$ cat config.mk
export PLATFORM = sky130hd
export DESIGN_NAME = mul_unit
export DESIGN_NICKNAME = d
export VERILOG_FILES = /design/src/rtl/mul_unit.sv
export SDC_FILE = /design/constraint.sdc
export NUM_CORES = 2
export LEC_CHECK = 0
export CAP_MARGIN = 20
export CORE_AREA = 2 2 369 371
export CTS_CLUSTER_DIAMETER = 80
export CTS_CLUSTER_SIZE = 12
export DETAILED_ROUTE_END_ITERATION = 7
export DIE_AREA = 0 0 371 373
export GPL_ROUTABILITY_DRIVEN = 1
export PLACE_DENSITY = 0.57
export SLEW_MARGIN = 20
export SYNTH_ARGS = -nofsm -noshare
export SYNTH_HDL_FRONTEND = slang
export SYNTH_SLANG_ARGS = --single-unit
$ cat constraint.sdc
create_clock -name clock -period 10.95 [get_ports clock]
set_input_delay 2.19 -clock clock [delete_from_list [all_inputs] [get_ports clock]]
set_output_delay 2.19 -clock clock [all_outputs]
set_load 0.01 [all_outputs]
$ cat src/rtl/mul_unit.sv
// Multi-cycle, non-pipelined 32x32 signed/unsigned multiplier with held writeback result.
// Optional overflow flag on mul_wb_ov is built only when MUL_OVERFLOW_EN is defined.
module mul_unit #(
  parameter int unsigned LATENCY = 4
) (
  input  logic        clock,
  input  logic        reset,
  input  logic        iss_mul_oper,
  input  logic [31:0] iss_ex_rega,
  input  logic [31:0] iss_ex_regb,
  input  logic        iss_ex_unsig,
  input  logic [4:0]  iss_ex_regdest,
  input  logic        iss_ex_writereg,
  input  logic        mul_flush,
  input  logic        mul_wb_ack,
  output logic        mul_busy,
  output logic        mul_wb_valid,
  output logic [4:0]  mul_wb_regdest,
  output logic        mul_wb_writereg,
  output logic [31:0] mul_wb_data,
  output logic        mul_wb_ov,
  output logic [31:0] mul_hi,
  output logic [31:0] mul_lo,
  output logic [1:0]  mul_dbg_state
);

  // Handshake: an operation is accepted on an edge where iss_mul_oper=1 and
  // mul_busy=0 (IDLE, or DONE with mul_wb_ack=1); a result is presented while
  // mul_wb_valid=1 and is consumed on the edge where mul_wb_ack=1.
  typedef enum logic [1:0] {
    S_IDLE = 2'd0,
    S_BUSY = 2'd1,
    S_DONE = 2'd2
  } state_e;

  localparam int CW = 5;
  localparam logic [CW-1:0] CNT_INIT = CW'(LATENCY - 1);
  localparam bit DIRECT = (LATENCY == 1);

  state_e        state_q, state_d;
  logic [CW-1:0] cnt_q, cnt_d;
  logic [31:0]   op_a_q, op_b_q;
  logic          op_unsig_q, op_wr_q;
  logic [4:0]    op_rd_q;
  logic [31:0]   wb_data_q, hi_q, lo_q;
  logic [4:0]    wb_rd_q;
  logic          wb_wr_q;

  logic          accept, complete;
  logic [31:0]   src_a, src_b;
  logic          src_unsig, src_wr;
  logic [4:0]    src_rd;
  logic [63:0]   a_ext, b_ext, product;

  assign accept = iss_mul_oper &&
                  ((state_q == S_IDLE) || ((state_q == S_DONE) && mul_wb_ack));

  // With single-cycle latency the result is formed straight from the issue operands.
  assign src_a     = DIRECT ? iss_ex_rega     : op_a_q;
  assign src_b     = DIRECT ? iss_ex_regb     : op_b_q;
  assign src_unsig = DIRECT ? iss_ex_unsig    : op_unsig_q;
  assign src_rd    = DIRECT ? iss_ex_regdest  : op_rd_q;
  assign src_wr    = DIRECT ? iss_ex_writereg : op_wr_q;

  assign a_ext   = src_unsig ? {32'b0, src_a} : {{32{src_a[31]}}, src_a};
  assign b_ext   = src_unsig ? {32'b0, src_b} : {{32{src_b[31]}}, src_b};
  assign product = a_ext * b_ext;

  always_comb begin
    state_d  = state_q;
    cnt_d    = cnt_q;
    complete = 1'b0;
    case (state_q)
      S_IDLE: begin
        if (accept) begin
          state_d  = DIRECT ? S_DONE : S_BUSY;
          cnt_d    = CNT_INIT;
          complete = DIRECT;
        end
      end
      S_BUSY: begin
        if (cnt_q == '0) begin
          state_d  = S_DONE;
          complete = 1'b1;
        end else begin
          cnt_d = cnt_q - CW'(1);
        end
      end
      S_DONE: begin
        if (mul_wb_ack) begin
          if (accept) begin
            state_d  = DIRECT ? S_DONE : S_BUSY;
            cnt_d    = CNT_INIT;
            complete = DIRECT;
          end else begin
            state_d = S_IDLE;
          end
        end
      end
      default: state_d = S_IDLE;
    endcase
    // Flush dominates every transition, including a same-cycle accept or completion.
    if (mul_flush) begin
      state_d  = S_IDLE;
      cnt_d    = '0;
      complete = 1'b0;
    end
  end

  always_ff @(posedge clock) begin
    if (reset) begin
      state_q    <= S_IDLE;
      cnt_q      <= '0;
      op_a_q     <= '0;
      op_b_q     <= '0;
      op_unsig_q <= 1'b0;
      op_rd_q    <= '0;
      op_wr_q    <= 1'b0;
      wb_data_q  <= '0;
      wb_rd_q    <= '0;
      wb_wr_q    <= 1'b0;
      hi_q       <= '0;
      lo_q       <= '0;
    end else begin
      state_q <= state_d;
      cnt_q   <= cnt_d;
      if (accept && !mul_flush) begin
        op_a_q     <= iss_ex_rega;
        op_b_q     <= iss_ex_regb;
        op_unsig_q <= iss_ex_unsig;
        op_rd_q    <= iss_ex_regdest;
        op_wr_q    <= iss_ex_writereg;
      end
      if (complete) begin
        wb_data_q <= product[31:0];
        wb_rd_q   <= src_rd;
        wb_wr_q   <= src_wr;
        hi_q      <= product[63:32];
        lo_q      <= product[31:0];
      end
    end
  end

`ifdef MUL_OVERFLOW_EN
  logic ov_q, ov_d;

  assign ov_d = src_unsig ? (product[63:32] != 32'b0)
                          : (product[63:32] != {32{product[31]}});

  always_ff @(posedge clock) begin
    if (reset) begin
      ov_q <= 1'b0;
    end else if (complete) begin
      ov_q <= ov_d;
    end
  end

  assign mul_wb_ov = ov_q;
`else
  assign mul_wb_ov = 1'b0;
`endif

  assign mul_busy        = (state_q == S_BUSY) || ((state_q == S_DONE) && !mul_wb_ack);
  assign mul_wb_valid    = (state_q == S_DONE);
  assign mul_wb_regdest  = wb_rd_q;
  assign mul_wb_writereg = wb_wr_q;
  assign mul_wb_data     = wb_data_q;
  assign mul_hi          = hi_q;
  assign mul_lo          = lo_q;
  assign mul_dbg_state   = state_q;

endmodule

==> results.tsv <==
stage	metric	value	unit
hold_path	Hold Crit Class	flop to flop	
critical_path	crit path DAT	10260	ps
clocking	clk root buf	clkbuf_16	
clocking	TritonCTS clock tree	done	
clocking	Worst-path clk slew	110	ps
yosys	Syn. warnings	0	
clocking	post-cts resize count	0	
timing	worst-margin pin slew	1150	ps
clocking	H-tree depth	4	
timing	fmax	102	MHz
route	final wirelength	161000	um
power	Lkg Pwr	28.9	nW
route	Detailed Routing Iterations Pass 1	5	
floorplan	Top Ports	183	
floorplan	# rows	135	
timing	worst hold margin	451	ps
timing	skew final	32.9	ps
critical_path	Crit Path Max Fanout	12	
layout	Area growth, synth to finish	7.53	%
timing	Max Transition Viols Final	0	
route	Via-to-Cell Ratio	4.99	
grt	GRT Residual Overflow	0	
timing	Hold Fails Final Rpt	0	
place	PortBufs	181	
yosys	post-synthesis cell area	53500	um2
place	GP Congestion	0.943	
route	1st-iter DRT viols	2112	
timing	relative slew slack	0.233	
job	max-cap violations	0	
critical_path	crit path kind	flop to flop	
critical_path	R2R Path Start	op_unsig_q$_SDFFE_PP0P_	
critical_path	Req. time, crit path	11390	ps
critical_path	crit path capture type	flop	
route	Residual DRC	0	
yosys	register bit total from synthesis	148	
timing	# setup viols final	0	
route	via count	37800	
power	Total Power	0.00258	W
yosys	Post-synth ARST share	0	
timing	final worst-path cycle share	0.896	
grt	gr usage total	0.247	
yosys	Post-Syn Area per Cell	9.22	um2
power	Power Density	44.9	nW/um2
place	placed cells	7532	
yosys	count of cell types in the netlist	80	
floorplan	Die Wd	371	um
clocking	Post-CTS Setup Bufs	0	
yosys	top_reg_cell synth	dfxtp_1	
floorplan	core area	135000	um2
grt	initial antenna violation count	0	
hold_path	hold path start	mul_hi[12]$_SDFFE_PP0P_	
timing	minimum clock period	9810	ps
layout	layout cells sized above 1	0.0306	
clocking	TritonCTS buffer count	17	
floorplan	Die ar.	138000	um2
place	DP HPWL	135000	um
grt	largest net degree at the start of global routing	79	
grt	global-route wire length before repair	256000	um
clocking	cts hold-fix bufs	0	
floorplan	Starting Density	0.397	
clocking	clk_lat worst skew	550	ps
grt	vias in the first global route	43000	
critical_path	CP startpoint kind	flop	
yosys	register area share after synthesis	0.0554	
critical_path	origin of the worst setup path	op_unsig_q$_SDFFE_PP0P_	
timing	RSZ-0062 raised after global routing	no	
floorplan	Die Y-Extent	373	um
layout	nets@finish	7577	
timing	setup TNS	0	ps
clocking	Sink Count	148	
yosys	Syn Nets	7610	
route	routed len/inst	21.3	um
yosys	Post-synth EDFFs	0	
clocking	clk buf depth	2	
route	ANT nets after route	0	
power	peak supply drop	0.0703	mV
outcome	status	finished clean	
layout	fin cells	7566	
yosys	Syn Inst Count	5803	
## routing by layer
layer,vias to the layer above,track usage,part of all wire
met5,-,0,0
met1,20000,0.286,0.38
met4,0,0.112,0.052
li1,16500,-,-
met3,287,0.0245,0.038
met2,916,0.456,0.53
## worst max-delay path, stage by stage, from the launching register on
cell and delay (ps):
dfxtp_1 380, nor2b_2 530, nand2_1 190, inv_1 180, fa_1 400, inv_1 230, fa_1 590, fa_1 590
inv_1 410, fa_1 530, fa_1 680, fa_1 500, fa_1 500, fa_1 500, fa_1 490, inv_1 50
fa_1 500, inv_1 40, ha_1 380, nand2_1 110, nor2_1 210, nand2_1 220, nor4_1 300, nand2b_1 160
a2bb2oi_1 180, o221ai_2 130, or4_1 510, a41oi_1 210
## Yosys cell counts (all sizes together) (9+ instances only)
master      n  area, um2
inv      1527       5730
fa       1416      28300
nand2     823       3090
and2      561       3510
ha        315       3940
clkbuf    261        991
a21oi     180        905
dfxtp     148       2960
xnor2      72        631
buf        66        430
nor2       57        216
o21ai      54        274
xor2       36        315
a21o       35        264
nand3      30        155
nand4      18        113
nor3       18        113
a211oi     14        110
a31oi      14       87.6
o211ai     13        103
o21a       13       97.6
and3       11       68.8
a2111oi    10        150
o22ai       9       56.3
## power breakdown
| group | switching [W] | internal, W |
|---|---|---|
| clock | 0.000360 | 0.000305 |
| sequential | 0.0000726 | 0.000557 |
| combinational | 0.000811 | 0.000477 |
| total | 0.00124 | 0.00134 |
## layout make-up
| class | count | area (um2) |
|---|---|---|
| fill | 13400 | 77100 |
| multi-input combinational | 3800 | 43400 |
| inverter | 1527 | 5730 |
| sequential | 148 | 2990 |
| timing repair buffer | 276 | 2590 |
| tap | 1781 | 2230 |
| clock buffer | 17 | 425 |
| clock inverter | 15 | 164 |
| antenna | 2 | 5.00 |
## kinds of logic after synthesis
| logic type | count (synthesis) | share of synthesized area |
|---|---|---|
| other | 1 | 0.0000701 |
| adder cells (fa/ha/maj) | 1732 | 0.604 |
| AND/OR/NAND/NOR | 1570 | 0.143 |
| XOR/XNOR | 108 | 0.0177 |
| flip-flops | 148 | 0.0554 |
| AO/OA/AOI/OAI | 389 | 0.0467 |
| buffers and inverters | 1855 | 0.134 |
## per-stage QoR
step,setup WS (ps),util,cell area [um2]
6_report,1140,0.427,57500
5_1_grt,547,0.427,57500
4_1_cts,1080,0.427,57500
3_5_place_dp,1120,0.423,56900
3_3_place_gp,1280,0.423,56900
2_1_floorplan,1750,-,53500
## flip-flops by register name, summed over array words and instances (netlist names)
name	flops
mul_lo	32
mul_wb_writereg	1
op_unsig_q	1
cnt_q	5
mul_dbg_state	2
op_rd_q	5
op_b_q	32
mul_wb_regdest	5
mul_hi	32
op_a_q	32
op_wr_q	1
## final timing paths
check / end / slack (ps) / cells past startpoint
worst max register to register: mul_hi[31]$_SDFFE_PP0P_ / 1140 / 27
worst min-delay path: mul_hi[12]$_SDFFE_PP0P_ / 450 / 2
worst max-delay path: mul_hi[31]$_SDFFE_PP0P_ / 1140 / 27
worst min register to register: mul_hi[12]$_SDFFE_PP0P_ / 450 / 2
## layout by cell type, fill, tap and decap left out, types with 15 or more instances in the layout
| cell type | instances |
|---|---|
| and2_1 | 561 |
| o21ai_0 | 50 |
| nand4_1 | 18 |
| a21o_1 | 34 |
| clkdlybuf4s50_1 | 180 |
| clkbuf_16 | 17 |
| nand3_1 | 29 |
| xnor2_1 | 72 |
| ha_1 | 315 |
| dfxtp_1 | 130 |
| nor3_1 | 15 |
| dfxtp_2 | 18 |
| nand2_1 | 823 |
| buf_4 | 90 |
| xor2_1 | 36 |
| fa_1 | 1416 |
| nor2_1 | 55 |
| a21oi_1 | 179 |
| inv_1 | 1527 |
No activity file was read; power rests on OpenSTA's default activity.
